File: config.mk
export PLATFORM = sky130hd
export DESIGN_NAME = pwm_multi_flat
export DESIGN_NICKNAME = d
export VERILOG_FILES = /design/src/rtl/pwm_multi_pkg.sv /design/src/rtl/pwm_multi_if.sv /design/src/rtl/pwm_multi_deadtime.sv /design/src/rtl/pwm_multi.sv /design/src/flat_wrapper.sv
export SDC_FILE = /design/constraint.sdc
export NUM_CORES = 1
export LEC_CHECK = 0
export ABC_AREA = 1
export BUFFER_PORTS_ARGS = -buffer_cell sky130_fd_sc_hd__buf_4
export CAP_MARGIN = 25
export CORE_MARGIN = 3
export CORE_UTILIZATION = 55
export DETAILED_ROUTE_END_ITERATION = 8
export HOLD_SLACK_MARGIN = 0.15
export PLACE_DENSITY = 0.75
export SLEW_MARGIN = 20
export SYNTH_ARGS = -nofsm -noshare
export SYNTH_HDL_FRONTEND = slang
export SYNTH_SLANG_ARGS = --single-unit
File: constraint.sdc
create_clock -name clk -period 2 [get_ports clk]
set_input_delay 0.2 -clock clk [delete_from_list [all_inputs] [get_ports clk]]
set_output_delay 0.2 -clock clk [all_outputs]
set_load 0.005 [all_outputs]
File: src/rtl/pwm_multi_pkg.sv
// pwm_multi_pkg: shared constants, types and helpers for the multi-channel
// PWM generator.
//   PWM_PERIOD_DEFAULT / PWM_DUTY_DEFAULT / PWM_DEADTIME : reset-time defaults
//   count_t      : counter/period/duty word at the default width
//   duty_slice() : pulls channel ch's duty word out of a packed duty bus
package pwm_multi_pkg;

  localparam int PWM_WIDTH          = 16;
  localparam int PWM_PERIOD_DEFAULT = 255;
  localparam int PWM_DUTY_DEFAULT   = 128;
  localparam int PWM_DEADTIME       = 4;

  // Upper bounds on the parameters; the duty bus is widened to this size
  // so one helper serves every CHANNELS/WIDTH combination.
  localparam int MAX_CHANNELS = 32;
  localparam int MAX_WIDTH    = 32;
  localparam int DUTY_BUS_W   = MAX_CHANNELS * MAX_WIDTH;
  localparam int DUTY_IDX_W   = $clog2(DUTY_BUS_W);

  typedef logic [PWM_WIDTH-1:0] count_t;
  typedef logic [MAX_WIDTH-1:0] duty_word_t;

  // Returns MAX_WIDTH bits starting at channel ch; the caller keeps the low
  // 'width' bits.
  function automatic duty_word_t duty_slice(input logic [DUTY_BUS_W-1:0] bus,
                                            input int unsigned ch,
                                            input int unsigned width);
    logic [DUTY_IDX_W-1:0] idx;
    idx = DUTY_IDX_W'(ch * width);
    return bus[idx +: MAX_WIDTH];
  endfunction

endpackage

File: src/rtl/pwm_multi_if.sv
// pwm_multi_if: configuration bus between the host register block (master)
// and the PWM generator (slave).
//   period   : new period value, sampled while load is high
//   duty     : new duty values, channel i at [i*WIDTH +: WIDTH]
//   load     : single-cycle strobe, captures period/duty into pending regs
//   load_ack : single-cycle pulse when the pending values become active
// Handshake: load is a fire-and-forget strobe with no back-pressure; the
// slave always accepts it. load_ack follows later, once the values are
// applied at a period wrap (or immediately while the generator is stopped).
interface pwm_multi_if #(
  parameter int CHANNELS = 4,
  parameter int WIDTH    = 16
) ();
  logic [WIDTH-1:0]          period;
  logic [CHANNELS*WIDTH-1:0] duty;
  logic                      load;
  logic                      load_ack;

  modport master (output period, output duty, output load, input load_ack);
  modport slave  (input period, input duty, input load, output load_ack);
endinterface

File: src/rtl/pwm_multi_deadtime.sv
// pwm_deadtime: per-channel dead-time stage (built only when
// PWM_MULTI_DEADTIME_EN is defined).
//   clk, rst_n : clock, asynchronous active-low reset
//   enable     : low forces both outputs low and clears the counter
//   r          : raw compare signal
//   hi / lo    : r and !r, each rising only after r has been stable for
//                DEADTIME cycles; shorter pulses never reach the output
`ifdef PWM_MULTI_DEADTIME_EN
module pwm_deadtime #(
  parameter int DEADTIME = 4
) (
  input  logic clk,
  input  logic rst_n,
  input  logic enable,
  input  logic r,
  output logic hi,
  output logic lo
);
  logic       r_q;
  logic [7:0] stable_q, stable_d;
  logic       hi_q, hi_d, lo_q, lo_d;

  // stable counts cycles since r last changed, saturating at DEADTIME. A
  // change drops the active side at once; the other side rises only once
  // the counter reaches DEADTIME.
  always_comb begin
    stable_d = stable_q;
    if (r != r_q) begin
      stable_d = '0;
    end else if (stable_q != 8'(DEADTIME)) begin
      stable_d = stable_q + 8'd1;
    end
    hi_d = r && (stable_d == 8'(DEADTIME));
    lo_d = !r && (stable_d == 8'(DEADTIME));
  end

  always_ff @(posedge clk or negedge rst_n) begin
    if (!rst_n) begin
      r_q      <= 1'b0;
      stable_q <= '0;
      hi_q     <= 1'b0;
      lo_q     <= 1'b0;
    end else if (!enable) begin
      r_q      <= 1'b0;
      stable_q <= '0;
      hi_q     <= 1'b0;
      lo_q     <= 1'b0;
    end else begin
      r_q      <= r;
      stable_q <= stable_d;
      hi_q     <= hi_d;
      lo_q     <= lo_d;
    end
  end

  assign hi = hi_q;
  assign lo = lo_q;
endmodule
`endif

File: src/rtl/pwm_multi.sv
// pwm_multi: multi-channel PWM generator. One shared period counter drives
// CHANNELS comparators; period and duty are double-buffered and switch over
// only at the period wrap (or at once while stopped).
//   clk, rst_n  : clock, asynchronous active-low reset
//   enable      : run counter; low holds counter at 0 and outputs low
//   din         : per-channel gate
//   cfg         : configuration bus (period, duty, load, load_ack)
//   cycle_start : one-cycle pulse in the cycle after the counter wraps
//   dout        : registered PWM outputs
//   dout_n      : complementary outputs, only with PWM_MULTI_DEADTIME_EN
// Build option PWM_MULTI_DEADTIME_EN adds a dead-time stage per channel.
module pwm_multi
  import pwm_multi_pkg::*;
#(
  parameter int CHANNELS       = 4,
  parameter int WIDTH          = 16,
  parameter int PERIOD_DEFAULT = PWM_PERIOD_DEFAULT,
  parameter int DUTY_DEFAULT   = PWM_DUTY_DEFAULT,
  parameter int DEADTIME       = PWM_DEADTIME
) (
  input  logic                clk,
  input  logic                rst_n,
  input  logic                enable,
  input  logic [CHANNELS-1:0] din,
  pwm_multi_if.slave          cfg,
  output logic                cycle_start,
  output logic [CHANNELS-1:0] dout
`ifdef PWM_MULTI_DEADTIME_EN
  ,
  output logic [CHANNELS-1:0] dout_n
`endif
);

  if (CHANNELS < 1 || CHANNELS > MAX_CHANNELS || WIDTH < 1 || WIDTH > MAX_WIDTH ||
      DEADTIME < 1 || DEADTIME > 255) begin : g_param_check
    $error("pwm_multi: parameter out of range");
  end

  logic [WIDTH-1:0]      cnt_q, cnt_d;
  logic [WIDTH-1:0]      period_act_q, period_pend_q;
  logic [WIDTH-1:0]      duty_act_q  [CHANNELS];
  logic [WIDTH-1:0]      duty_pend_q [CHANNELS];
  logic [WIDTH-1:0]      duty_in     [CHANNELS];
  logic [DUTY_BUS_W-1:0] duty_wide;
  logic                  pend_q, load_ack_q, cycle_start_q;
  logic [CHANNELS-1:0]   raw_q, raw_d;
  logic                  wrap, apply;

  assign duty_wide = DUTY_BUS_W'(cfg.duty);

  for (genvar g = 0; g < CHANNELS; g++) begin : g_duty
    assign duty_in[g] = WIDTH'(duty_slice(duty_wide, g, WIDTH));
  end

  // Pending values go live at a wrap, or on any cycle while stopped so a
  // halted generator takes new config immediately.
  always_comb begin
    wrap  = enable && (cnt_q == period_act_q);
    apply = pend_q && (wrap || !enable);
    cnt_d = (!enable || wrap) ? '0 : cnt_q + WIDTH'(1);
    raw_d = '0;
    for (int i = 0; i < CHANNELS; i++) begin
      raw_d[i] = enable && din[i] && (cnt_q < duty_act_q[i]);
    end
  end

  always_ff @(posedge clk or negedge rst_n) begin
    if (!rst_n) begin
      cnt_q         <= '0;
      period_act_q  <= WIDTH'(PERIOD_DEFAULT);
      period_pend_q <= WIDTH'(PERIOD_DEFAULT);
      for (int i = 0; i < CHANNELS; i++) begin
        duty_act_q[i]  <= WIDTH'(DUTY_DEFAULT);
        duty_pend_q[i] <= WIDTH'(DUTY_DEFAULT);
      end
      pend_q        <= 1'b0;
      load_ack_q    <= 1'b0;
      cycle_start_q <= 1'b0;
      raw_q         <= '0;
    end else begin
      cnt_q         <= cnt_d;
      raw_q         <= raw_d;
      cycle_start_q <= wrap;
      load_ack_q    <= apply;
      if (apply) begin
        period_act_q <= period_pend_q;
        for (int i = 0; i < CHANNELS; i++) duty_act_q[i] <= duty_pend_q[i];
      end
      // A load in the apply cycle refills pending and keeps the flag set,
      // so the new values land at the following wrap.
      if (cfg.load) begin
        period_pend_q <= cfg.period;
        for (int i = 0; i < CHANNELS; i++) duty_pend_q[i] <= duty_in[i];
        pend_q <= 1'b1;
      end else if (apply) begin
        pend_q <= 1'b0;
      end
    end
  end

  assign cfg.load_ack = load_ack_q;
  assign cycle_start  = cycle_start_q;

`ifdef PWM_MULTI_DEADTIME_EN
  for (genvar g = 0; g < CHANNELS; g++) begin : g_dt
    pwm_deadtime #(.DEADTIME(DEADTIME)) u_dt (
      .clk    (clk),
      .rst_n  (rst_n),
      .enable (enable),
      .r      (raw_q[g]),
      .hi     (dout[g]),
      .lo     (dout_n[g])
    );
  end
`else
  assign dout = raw_q;
`endif

endmodule
File: src/flat_wrapper.sv
// flat-port wrapper written by rule: the top's interface ports become plain ports
module pwm_multi_flat import pwm_multi_pkg::*;
#(
  parameter int CHANNELS       = 4,
  parameter int WIDTH          = 16,
  parameter int PERIOD_DEFAULT = PWM_PERIOD_DEFAULT,
  parameter int DUTY_DEFAULT   = PWM_DUTY_DEFAULT,
  parameter int DEADTIME       = PWM_DEADTIME
)
  (clk, rst_n, enable, din, cycle_start, dout, cfg_period, cfg_duty, cfg_load, cfg_load_ack);
  pwm_multi_if #(.CHANNELS(CHANNELS), .WIDTH(WIDTH)) cfg_i ();
  input  logic clk;
  input  logic rst_n;
  input  logic enable;
  input  logic [CHANNELS-1:0] din;
  output logic cycle_start;
  output logic [CHANNELS-1:0] dout;
  input wire logic [$bits(cfg_i.period)-1:0] cfg_period;
  input wire logic [$bits(cfg_i.duty)-1:0] cfg_duty;
  input wire logic [$bits(cfg_i.load)-1:0] cfg_load;
  output wire logic [$bits(cfg_i.load_ack)-1:0] cfg_load_ack;
  assign cfg_i.period = cfg_period;
  assign cfg_i.duty = cfg_duty;
  assign cfg_i.load = cfg_load;
  assign cfg_load_ack = cfg_i.load_ack;
  pwm_multi #(.CHANNELS(CHANNELS), .WIDTH(WIDTH), .PERIOD_DEFAULT(PERIOD_DEFAULT), .DUTY_DEFAULT(DUTY_DEFAULT), .DEADTIME(DEADTIME)) u_core (.clk(clk), .rst_n(rst_n), .enable(enable), .din(din), .cfg(cfg_i), .cycle_start(cycle_start), .dout(dout));
endmodule
==> impl_results.md <==
- Placement Rows: between 40 and 50
- Synth cell count leaders: 489 x sky130_fd_sc_hd__nand2_1, 159 x sky130_fd_sc_hd__dfrtp_1, 103 x sky130_fd_sc_hd__inv_1
- Count of buffering cells on the critical path with inverters included: 2
- Post-detailed-route via-to-cell ratio: ~5.1
- Met2 Resource Use GR: 0.459
- Detailed-route via count: between 7,000 and 8,000
- Outcome: completed
- Mean Syn Cell Area: about 8.1 sq um
- Pre-CTS setup slack: ~230 ps
- Met3 demand-to-capacity share in global routing: 0.0404
- Overall die width: about 130 um
- Origin of the worst setup path: u_core.period_act_q[0]$_DFFE_PN1P_
- Mapped Nets: around 1,200
- Maximum operating frequency: between 0.5 and 0.6 GHz
- Synthesized area: around 0.009 sq mm
- Critical Path Max Stage Delay: between 500 and 600 ps
- Count of buffers inserted at the top-level ports: 93
- Clock skew: 7.87 ps
- Final Cycle Share: 0.914
- Asr flop ratio synth: 1.00
- Routing layer with the top usage in global route: met2
- Clock net sink count: 183
- CTS H-Tree Depth: 4
- Area share of the largest cell type after synthesis: 0.445
- Worst Setup Slack, final: 172 ps
- Kind of capture point of the worst setup path: flop
- Fin crit period: approximately 1800 ps
- Setup TNS: 0 ps
- Clock latency on the worst-skew pair: ~430 ps
- Master cell of the clock root buffer: sky130_fd_sc_hd__clkbuf_16
- Area contributors post-synth: sky130_fd_sc_hd__dfrtp_1 45%, sky130_fd_sc_hd__nand2_1 21%, sky130_fd_sc_hd__ha_1 8.5%
- Number of enable flip-flop cells after synthesis: 0
- Remaining max-slew budget at the tightest pin: 0.649
- Maximum Capacitance Violations: 0
- Library cell with the highest instance count after synthesis: sky130_fd_sc_hd__nand2_1
- WL/cell: 14.6 um
- RR Startpoint: u_core.period_act_q[0]$_DFFE_PN1P_
- Gr ovfl total: 0
- Type of element launching the critical path: flop
- Buffers from clock root to sink, at most: 2
- Vias in the first global route: slightly below 8,000
- Final non-filler cell total: between 1,500 and 2,000
- Iteration-0 DRC count of the detailed router: 547
- Layout cell share with drive strength beyond 1: 0.143
- Count of nets left with antenna violations after detail routing: 0
- Overall die area: around 0.018 sq mm
- Final RePlAce weighted congestion: approximately 0.86
- Clock-pin slew on the worst setup and hold paths: approximately 70 ps
- Setup violations, final: 0
- Min-delay src: din[3]
- Type of the worst setup path: reg -> reg
- Aggregate global-route resource usage: 0.263
- Met1 capacity usage during global routing: 0.343
- Tightest Hold Check Type: in -> reg
- Leak Pwr: ~0.0062 uW
- First-pass GRT wire length: between 30 and 40 mm
- Power per cell area: approximately 790 mW/mm^2
- Worst path arrival time: 2190 ps
- Crit path top cell by count: sky130_fd_sc_hd__nand2_1
- Yosys top cell by area: sky130_fd_sc_hd__dfrtp_1
- Area Overhead vs Synth: 29.6%
- DR pass1 iterations: 5
- Number of standard cells after synthesis: ~1,100
- Maximum number of pins on one net before global-route repair: ~80
- Number of antenna repair diodes: 0
- Area of the placeable core: around 0.016 sq mm
- Remaining DRCs: 0
- Number of register bits inferred by synthesis: ~180
- Number of nets in the layout: between 1,000 and 1,500
- Cell depth of the worst min-delay path: 5
- Max Transition Viols Final: 0
- Crit-path max FO: 30
- Initial Util: 0.575
- Die span in y: 133 um
- Slowest cell on the critical path: sky130_fd_sc_hd__dfstp_2
- TritonCTS Buffers: 17
- Crit-path cells: inv_1 > nand2_1 > nand2_1 > nor2_1 > nand2_1 > nor2_1 > nand2_1 > nand2_2 > buf_4 > nand3_1 > nand2_1
- Power, Total: between 9000 and 10,000 uW
- Cell family with the largest share of critical-path delay: simple AND/OR/NAND/NOR gates
- Number of placed instances, taps included: 1,393
- Slack of the worst reg-to-reg path: ~170 ps
- Final Routed Wirelength: ~22 mm
- Sum of net half-perimeters after detailed placement: roughly 14 mm
- Setup repair after global routing missed its margin: no
- CTS tree: yes
- Sequential fraction of the synthesis area: 0.516
- Reg-to-reg endpoint: u_core.period_act_q[14]$_DFFE_PN0P_
- Number of I/O pins: 94
- Number of warning messages in the yosys log: 0
- Worst Hold Endpoint: u_core.dout[3]$_DFF_PN0_
- Maximum ir drop on the vdd rail: 0.000627 V
- Initial antenna violation count: 0
- Count of cell types in the netlist: 23
- Worst hold slack after final layout: 182 ps
- Dominant synthesized flop cell: sky130_fd_sc_hd__dfrtp_1
- Final number of hold-violating endpoints: 0
- Number of cells on the worst reg-to-reg path: 11
- CP Data Required Time: approximately 2400 ps
- Slew at the pin closest to its max-slew limit: 527 ps
how the worst max path moves through the flow:
stage	endpoint	cells after the start	slack, ps
6_report	u_core.period_act_q[14]$_DFFE_PN0P_	11	170
5_1_grt	u_core.duty_act_q[5]$_DFFE_PN0P_	11	30
4_1_cts	u_core.period_act_q[14]$_DFFE_PN0P_	11	180
3_5_place_dp	u_core.dout[3]$_DFF_PN0_	7	230
3_3_place_gp	u_core.duty_act_q[62]$_DFFE_PN0P_	12	270
2_1_floorplan	u_core.cnt_q[12]$_DFF_PN0_	8	430
report_power, final:
part | switching (uW) | internal, uW | total, uW
Sequential | 277 | 4150 | 4430
Combinational | 828 | 690 | 1520
Clock | 1500 | 1750 | 3250
Total | 2610 | 6590 | 9200
sequential cells by signal (all words and copies together), names as in the netlist:
signal / flops
u_core.duty_act_q: 64
u_core.duty_pend_q: 64
u_core.cnt_q: 16
u_core.period_act_q: 16
u_core.period_pend_q: 16
u_core.dout: 4
u_core.cfg.load_ack: 1
u_core.cycle_start: 1
u_core.pend_q: 1
logic make-up after synthesis:
family	share of synthesized area
compound gates	0.0356
xor+xnor	0.00784
simple gates	0.286
flops	0.516
buf+inv	0.0690
fa+ha+maj	0.0854
layout make-up:
class,count,area [sq um]
Clock buffer,18,429
Clock inverter,14,136
Tap cell,211,264
Multi-Input combinational cell,767,3710
Timing Repair Buffer,223,2030
Inverter,106,398
Fill cell,1172,3960
Sequential cell,183,4610
tightest hold or removal path, stage by stage:
cell	delay, ps
sky130_fd_sc_hd__buf_4	120
sky130_fd_sc_hd__nand2_1	70
sky130_fd_sc_hd__nor2_1	40
sky130_fd_sc_hd__o211ai_1	70
sky130_fd_sc_hd__a21oi_1	70
routing by layer:
layer / vias to the layer above / wire, um
li1: 3826 / -
met1: 3727 / 9670
met2: 160 / 11400
met3: 29 / 826
met4: 0 / 381
met5: - / 0
what timing repair did:
action,4_1_cts,5_1_grt
hold buffers,97,0
resized for setup,0,1
buffers inserted,0,0
setup endpoints to repair,0,5
endpoints found under the hold margin,158,0
per-stage QoR:
step           cell area, sq um   util
3_5_place_dp              10000  0.646
2_1_floorplan              8940      -
4_1_cts                   11600  0.745
6_report                  11600  0.745
5_1_grt                   11600  0.745
3_3_place_gp              10000  0.646
cells in the final DEF, fill, tap and decap left out, types with 3 or more instances in the layout:
| cell | synthesis | final |
|---|---|---|
| sky130_fd_sc_hd__a211oi_1 | 4 | 4 |
| sky130_fd_sc_hd__a21oi_1 | 28 | 28 |
| sky130_fd_sc_hd__buf_12 | 0 | 9 |
| sky130_fd_sc_hd__buf_4 | 0 | 116 |
| sky130_fd_sc_hd__clkbuf_16 | 0 | 17 |
| sky130_fd_sc_hd__dfrtp_1 | 159 | 157 |
| sky130_fd_sc_hd__dfstp_2 | 24 | 24 |
| sky130_fd_sc_hd__dlygate4sd3_1 | 0 | 97 |
| sky130_fd_sc_hd__ha_1 | 61 | 61 |
| sky130_fd_sc_hd__inv_1 | 103 | 103 |
| sky130_fd_sc_hd__inv_2 | 3 | 3 |
| sky130_fd_sc_hd__inv_6 | 0 | 7 |
| sky130_fd_sc_hd__nand2_1 | 489 | 489 |
| sky130_fd_sc_hd__nand3_1 | 85 | 85 |
| sky130_fd_sc_hd__nand4_1 | 8 | 8 |
| sky130_fd_sc_hd__nor2_1 | 48 | 48 |
| sky130_fd_sc_hd__nor3_1 | 10 | 10 |
| sky130_fd_sc_hd__o211ai_1 | 4 | 4 |
| sky130_fd_sc_hd__o21a_1 | 8 | 8 |
| sky130_fd_sc_hd__o21ai_0 | 9 | 9 |
| sky130_fd_sc_hd__xor2_1 | 8 | 8 |
(Power assumes the default switching activity.)
